File: src/rtl/shifter_pkg.sv
// Shared encodings for the iterative shifter: operation codes and FSM states.
package shifter_pkg;

  localparam logic [2:0] OP_SLL = 3'b000;
  localparam logic [2:0] OP_SRL = 3'b001;
  localparam logic [2:0] OP_SRA = 3'b010;
  localparam logic [2:0] OP_ROL = 3'b011;
  localparam logic [2:0] OP_ROR = 3'b100;

  localparam logic [0:0] ST_IDLE  = 1'b0;
  localparam logic [0:0] ST_SHIFT = 1'b1;

endpackage

File: src/rtl/shift_step.sv
// One iteration of the shifter: shift or rotate value by s (0..STEP) positions.
module shift_step
  import shifter_pkg::*;
#(
  parameter  int WIDTH = 32,
  parameter  int STEP  = 4,
  localparam int SW    = $clog2(STEP + 1)
) (
  input  logic [WIDTH-1:0] value,
  input  logic [2:0]       op,
  input  logic [SW-1:0]    s,
  output logic [WIDTH-1:0] shifted
);

  always_comb begin
    shifted = value;
    case (op)
      OP_SLL:  shifted = value << s;
      OP_SRL:  shifted = value >> s;
      OP_SRA:  shifted = $unsigned($signed(value) >>> s);
      // a shift by WIDTH yields zero, so s=0 leaves only the identity term
      OP_ROL:  shifted = (value << s) | (value >> (WIDTH - int'(s)));
      OP_ROR:  shifted = (value >> s) | (value << (WIDTH - int'(s)));
      default: shifted = value;
    endcase
  end

endmodule

File: src/rtl/seq_shifter.sv
// Multi-cycle shifter: consumes up to STEP positions per clock with a
// start/busy/done handshake so the datapath controller can stall on it.
//
// state    | meaning
// ST_IDLE  | waiting for start, busy=0
// ST_SHIFT | iterating on acc until the remaining count reaches zero, busy=1
module seq_shifter
  import shifter_pkg::*;
#(
  parameter  int WIDTH = 32,
  parameter  int STEP  = 4,
  localparam int AW    = $clog2(WIDTH)
) (
  input  logic             clk,
  input  logic             rst_n,
  input  logic             start,
  input  logic [2:0]       op,
  input  logic [AW-1:0]    amount,
  input  logic [WIDTH-1:0] operand,
  output logic             busy,
  output logic             done,
  output logic [WIDTH-1:0] result
);

  localparam int SW = $clog2(STEP + 1);
  localparam logic [AW:0] STEP_W = (AW + 1)'(STEP);

  logic [0:0]       state_q, state_d;
  logic [WIDTH-1:0] acc_q, acc_d;
  logic [AW-1:0]    rem_q, rem_d;
  logic [2:0]       opq_q, opq_d;
  logic [WIDTH-1:0] result_q, result_d;
  logic             done_q, done_d;

  logic [AW:0]      rem_ext, s_ext;
  logic [AW-1:0]    rem_nxt;
  logic [SW-1:0]    s_eff;
  logic             pass_op;
  logic [WIDTH-1:0] step_val;

  // STEP may equal WIDTH, so the min() is done one bit wider than rem
  assign rem_ext = {1'b0, rem_q};
  assign s_ext   = (rem_ext > STEP_W) ? STEP_W : rem_ext;
  assign rem_nxt = AW'(rem_ext - s_ext);
  assign pass_op = (opq_q > OP_ROR);
  assign s_eff   = pass_op ? '0 : SW'(s_ext);

  shift_step #(
    .WIDTH (WIDTH),
    .STEP  (STEP)
  ) u_step (
    .value   (acc_q),
    .op      (opq_q),
    .s       (s_eff),
    .shifted (step_val)
  );

  always_comb begin
    state_d  = state_q;
    acc_d    = acc_q;
    rem_d    = rem_q;
    opq_d    = opq_q;
    result_d = result_q;
    done_d   = 1'b0;
    case (state_q)
      ST_IDLE: begin
        if (start) begin
          acc_d   = operand;
          rem_d   = amount;
          opq_d   = op;
          state_d = ST_SHIFT;
        end
      end
      ST_SHIFT: begin
        acc_d = step_val;
        rem_d = rem_nxt;
        if (rem_nxt == '0) begin
          result_d = step_val;
          done_d   = 1'b1;
          state_d  = ST_IDLE;
        end
      end
      default: state_d = ST_IDLE;
    endcase
  end

  always_ff @(posedge clk or negedge rst_n) begin
    if (!rst_n) begin
      state_q  <= ST_IDLE;
      acc_q    <= '0;
      rem_q    <= '0;
      opq_q    <= OP_SLL;
      result_q <= '0;
      done_q   <= 1'b0;
    end else begin
      state_q  <= state_d;
      acc_q    <= acc_d;
      rem_q    <= rem_d;
      opq_q    <= opq_d;
      result_q <= result_d;
      done_q   <= done_d;
    end
  end

  assign busy   = (state_q == ST_SHIFT);
  assign done   = done_q;
  assign result = result_q;

endmodule

File: config.mk
export PLATFORM = sky130hd
export DESIGN_NAME = seq_shifter
export DESIGN_NICKNAME = d
export VERILOG_FILES = /design/src/rtl/shifter_pkg.sv /design/src/rtl/shift_step.sv /design/src/rtl/seq_shifter.sv
export SDC_FILE = /design/constraint.sdc
export NUM_CORES = 1
export LEC_CHECK = 0
export ABC_AREA = 0
export CORE_ASPECT_RATIO = 0.6
export CORE_UTILIZATION = 54
export DETAILED_ROUTE_END_ITERATION = 16
export HOLD_SLACK_MARGIN = 0.12
export PLACE_DENSITY = 0.82
export SLEW_MARGIN = 20
export SYNTH_ARGS = -nofsm -noshare
export SYNTH_HDL_FRONTEND = slang
export SYNTH_HIERARCHICAL = 1
export SYNTH_SLANG_ARGS = --single-unit
File: constraint.sdc
create_clock -name clk -period 3.44 [get_ports clk]
set_input_delay 0.688 -clock clk [delete_from_list [all_inputs] [get_ports clk]]
set_output_delay 0.688 -clock clk [all_outputs]
set_load 0.03 [all_outputs]
==> results.py <==
metrics = {
    "status": {
        "status": "finished clean",
    },
    "critical_path": {
        "r2r_cells": 11,
        "reg2reg_slack_ps": 70,
        "crit_type": "flop to flop",
        "r2r-end": "result[15]",
        "endpoint_kind": "flop",
        "required_ps": 3670,
        "reg2reg_from": "rem_q[3]",
        "worstPathArrival_ps": 3600,
        "cp_max_fo": 22,
        "start_kind": "flop",
    },
    "placement": {
        "place_worst_setup_slack_ps": -4.976,
        "post-place-cells": 1136,
        "portBuffers": 76,
        "place_hpwl_mm": 22.08,
        "globalplace.congestion": 1.046,
    },
    "cells_and_area": {
        "final_layout_size_suffix_gt1_share_pct": 24.63,
        "insertedDiodeCount": 0,
        "final_nets": 992,
        "instances_no_fill": 1153,
        "area_growth_pct": 16.27,
    },
    "flow_run": {
        "cap_violations": 0,
    },
    "die": {
        "core_area_um2": 15410,
        "rows": 35,
        "start_util_pct": 55.56,
        "dieWidth_um": 164.6,
        "dieArea_um2": 16380,
        "ios": 77,
        "die_h_um": 99.55,
    },
    "logic_synthesis": {
        "ys_seq_area_share_pct": 21.62,
        "synth_seq_cells": 74,
        "syn_area_um2": 8564,
        "yosysMostFrequentCell": "mux2i_1",
        "synth_cells": 902,
        "synth-async-reset-ratio_pct": 100.0,
        "synthTopCellsByCount": "mux2i_1 (132), nand2_1 (94), dfrtp_1 (74)",
        "synthFlopType": "dfrtp_1",
        "synth-edff-count": 0,
        "ys_warn_count": 6,
        "synth.area.top_cells": "dfrtp_1 (22%), mux2i_1 (15%), mux4_2 (14%), mux2_4 (4.9%), mux2_2 (4.3%)",
        "netlist.area_leader.share_pct": 21.62,
        "synth.distinct_cells": 75,
        "syn-num-nets": 949,
        "syn_avg_cell_area_um2": 9.495,
        "yosysTopAreaCell": "dfrtp_1",
    },
    "cts": {
        "numCtsBuffers": 9,
        "clock_latency_ps": 350,
        "clock_path_buffers": 2,
        "cts.sinks": 74,
        "cts_tree": "built",
        "root_buffer": "clkbuf_16",
        "clkTransAtPathRegs_ps": 70,
        "htreeDepth": 3,
    },
    "min_path": {
        "hold_class": "primary input to async pin",
    },
    "routing": {
        "vias": 8410,
        "drt_wl_total_mm": 31.85,
        "vias_per_cell": 7.294,
        "drc": 0,
        "first_pass_iters": 6,
        "ant_nets": 0,
        "wl_per_cell_um": 27.62,
        "drt-initial-drc-count": 1286,
    },
    "global_route": {
        "antenna_found_initial": 0,
        "grt_pass1_vias": 7850,
        "grt_max_degree": 78,
        "grt_pass1_wl_mm": 47.94,
        "track_usage_pct": 39.16,
        "overflow": 0,
    },
    "timing": {
        "slew_headroom_pct": 43.77,
        "finalSetupTns_ps": 0,
        "setup_viol": 0,
        "fin_hold_ws_ps": 370.3,
        "layout_setup_ws_ps": 70.52,
        "finalCritPeriodShare_pct": 97.95,
        "hold_viol_final": 0,
        "worst_pin_slew_ps": 822.3,
        "rsz0062_at_grt": "false",
        "finalCriticalPeriod_ps": 3369,
        "slew_violations": 0,
        "clock_skew_ps": 12.04,
        "max_freq_ghz": 0.2968,
    },
}
cell usage in the layout, fill, tap and decap left out, drive strengths merged, types with 10 or more instances in the layout:
master | synthesis | final
a211oi | 16 | 16
a21oi | 30 | 30
a31oi | 12 | 12
buf | 54 | 67
clkbuf | 56 | 11
clkdlybuf4s50 | 0 | 74
dfrtp | 74 | 74
mux2 | 70 | 70
mux2i | 132 | 132
mux4 | 55 | 55
nand2 | 95 | 95
nor2 | 72 | 72
nor2b | 15 | 15
nor3 | 10 | 10
o211ai | 10 | 10
o21ai | 58 | 58
worst max path at each step:
stage	startpoint	to	slack (ps)	depth (start not counted)
2_1_floorplan	rem_q[3]	result[30]	5	15
3_3_place_gp	rem_q[3]	result[12]	30	10
3_5_place_dp	rem_q[3]	result[12]	-5	10
4_1_cts	rem_q[3]	result[12]	60	10
5_1_grt	rem_q[2]	result[13]	10	9
6_report	rem_q[3]	result[15]	70	11
sequential cells by signal, summed over array words and instances (netlist names):
register / count
acc_q: 32
result: 32
rem_q: 5
opq_q: 3
busy: 1
done: 1
per-stage QoR:
step	util, %	cell area (µm²)
2_1_floorplan	-	8606
3_3_place_gp	62.00	9558
3_5_place_dp	62.00	9558
4_1_cts	64.12	9883
5_1_grt	64.60	9958
6_report	64.60	9958
cells by family after synthesis:
logic type	after synthesis	synth area share, %
mux	257	40.32
simple gates	237	12.97
compound gates	206	16.76
buf+inv	119	7.261
flops	74	21.62
fa+ha+maj	4	0.5844
xor+xnor	3	0.3945
other cells	2	0.08769
worst max-delay path, stage by stage (launching register included):
cell	delay, ps
dfrtp_2	460
nor3_2	210
and3_4	230
inv_1	60
ha_2	430
buf_12	220
mux4_2	440
mux2i_2	300
nor2_1	70
a221oi_1	250
a31oi_1	250
mux2_4	330
cell type report:
class	instances	area, µm²
Clock buffer	10	229.0
Multi-Input combinational cell	709	6160
Fill cell	1275	5456
Clock inverter	6	91.34
Timing Repair Buffer	142	1336
Tap cell	203	254.0
Sequential cell	74	1854
Inverter	9	33.78
repair_timing:
item                       4_1_cts  5_1_grt
resized for setup                1       11
setup buffers                    0        0
hold buffers                     0        0
cloned                           0        1
setup endpoints to repair        1       13
per-layer routing:
layer	global-route usage [%]	up-vias	wire (µm)
li1	-	3493	-
met1	57.51	4152	13670
met2	54.91	680	13100
met3	12.93	85	4324
met4	9.315	0	749
met5	0	-	0
Power is left out: the tool's default activity adds up to more than one toggle a clock period on the data nets, which glitch-free logic cannot reach.
==> patch: new RTL, config.mk and constraints unchanged <==
`STEP` is set to 4 in 2 places; all go to 8.
--- a/src/rtl/shift_step.sv
+++ b/src/rtl/shift_step.sv
@@ -4,5 +4,5 @@
 #(
   parameter  int WIDTH = 32,
-  parameter  int STEP  = 4,
+  parameter  int STEP  = 8,
   localparam int SW    = $clog2(STEP + 1)
 ) (
--- a/src/rtl/seq_shifter.sv
+++ b/src/rtl/seq_shifter.sv
@@ -9,5 +9,5 @@
 #(
   parameter  int WIDTH = 32,
-  parameter  int STEP  = 4,
+  parameter  int STEP  = 8,
   localparam int AW    = $clog2(WIDTH)
 ) (
Function: changed (a bounded check fails within 4 cycles, from zero or initial values and one cycle with rst_n low).
==> patch against the unedited design <==
- the run now ends with setup timing left
- worst setup slack got worse by 190 ps
- sequential cell count did not move
- routed wire length rose by 36%
- design area rose by 20%
- synthesized area rose by 13%
- sequential share of layout area fell by 3.1 points
- critical path type unchanged
Power is left out: the tool's default activity adds up to more than one toggle a clock period on the data nets, which glitch-free logic cannot reach.
==> patch: results (changes against the unedited design) <==
Outcome - finished, violations left
Violated checks - setup timing
Final nets - 1278 (+29%)
Crit path max-delay family - compound AO/OA/AOI/OAI gates
Drt first pass iters - 6 (unchanged)
CP max stage cell - mux4_2
Synth warnings - 6 (unchanged)
Synth area leaders - dfrtp_1, mux2i_1, mux4_2
Post-synth top area share - 0.1909 (-0.02530)
Clk Latency, worst-skew pair - 350 ps (about the same)
Clock transition at path regs - 60 ps
Most common flop cell mapped by yosys - dfrtp_1
Antenna cell count - 0 (unchanged)
Vias in the first global route - 9778 (+25%)
Setup TNS - -159.2 ps (-159.2 ps)
IO buf count - 76 (unchanged)
Slew Limit Headroom - 0.3577 (-0.07991)
CP max FO - 27 (+23%)
CTS resizes - 7 (+6)
GPL Wtd Cong - 1.068 (+2.1%)
Post-DP HPWL - 32360 um (+47%)
GRT Overall Usage - 0.4653 (+0.07366)
Synth cell types - 84 (+12%)
Share of layout cells above drive strength 1 - 0.3013 (+0.05498)
Synth async-reset ratio - 1.000 (unchanged)
CTS root buffer - clkbuf_16
First-pass GRT wire length - 63530 um (+33%)
Adder-cell share of the synthesized area - 0.002580 (-0.003264)
WL final - 43290 um (+36%)
Total CTS buffers - 9 (unchanged)
WP data arrival - 3780 ps (+180 ps)
Initial antenna violation count - 2 (+2)
Register area share after synthesis - 0.1909 (-0.02530)
Clk_skew - 14.76 ps (+2.718 ps)
Syn nets - 1155 (+22%)
CP peak stage delay - 580 ps (+120 ps)
Mux share of post-synthesis cell area - 0.3709 (-0.03234)
DRT iter0 DRCs - 2002 (+56%)
Post-DR vias/cell - 7.253 (-0.56%)
Clock Path Buffers - 2 (unchanged)
Layout fillers - 1429 (+12%)
Maximum number of pins on one net before global-route repair - 75 (-3.8%)
Post-synthesis compound-gate area fraction - 0.1999 (+0.03238)
Placed cell areas - 0.01143 mm2 (+20%)
Final setup viols - 3 (+3)
Htree depth - 3 (unchanged)
Postcts setup bufs - 1 (+1)
HP Class - input pin to async pin
Most common library cells after synthesis - mux2i_1, nor2_1, nand2_1
Post-synthesis xor/xnor area fraction - 0.005289 (+0.001344)
Final setup margin - -121.4 ps (-191.9 ps)
## patch: cell types whose count changed in the layout (fill, tap and decap cells not counted), moves of 12 or more
| cell | delta |
|---|---|
| nand3_1 | +14 |
| o21ai_1 | -34 |
| buf_4 | +91 |
| mux2_2 | +42 |
| nor2_1 | +41 |
| mux4_2 | -15 |
| o22ai_1 | +17 |
| nor3_1 | +12 |
| o21ai_0 | +59 |
## patch: per-stage QoR
stage / instances / hold WS (ps) / utilization / setup slack (ps)
2_1_floorplan: 1110 / 392.4 / - / -111.6
3_3_place_gp: 1453 / 490.4 / 0.6584 / -250.9
3_5_place_dp: 1453 / 497.7 / 0.6584 / -299.1
4_1_cts: 1471 / 511.8 / 0.6809 / 49.33
5_1_grt: 1472 / 533.8 / 0.6876 / -67.04
6_report: 1472 / 487.0 / 0.6876 / -121.4
## patch: cell type report
class	instances	share of cell area
multi-input cells	897	0.6086
repair buffers	241	0.1821
flip-flops and latches	74	0.1552
well taps	234	0.02453
clock buffers	13	0.02180
clock inverters	3	0.003983
inverters	10	0.003773
## patch: final timing paths
check	startpoint	depth (start not counted)	endpoint	slack, ps
setup / recovery	opq_q[1]$_DFFE_PN0P_	11	result[11]$_DFFE_PN0P_	-120
hold / removal	rst_n	1	result[3]$_DFFE_PN0P_	490
setup reg to reg	opq_q[1]$_DFFE_PN0P_	11	result[11]$_DFFE_PN0P_	-120
hold reg to reg	result[21]$_DFFE_PN0P_	1	result[21]$_DFFE_PN0P_	510
max in group asynchronous	rst_n	1	busy$_DFF_PN0_	2250
min in group clk	result[21]$_DFFE_PN0P_	1	result[21]$_DFFE_PN0P_	510
## patch: metal layers
metal	wire, um	track usage	up-vias
li1	-	-	4474
met1	17710	0.6590	5091
met2	17020	0.6389	969
met3	6908	0.1840	139
met4	1630	0.1441	4
met5	31	0	-
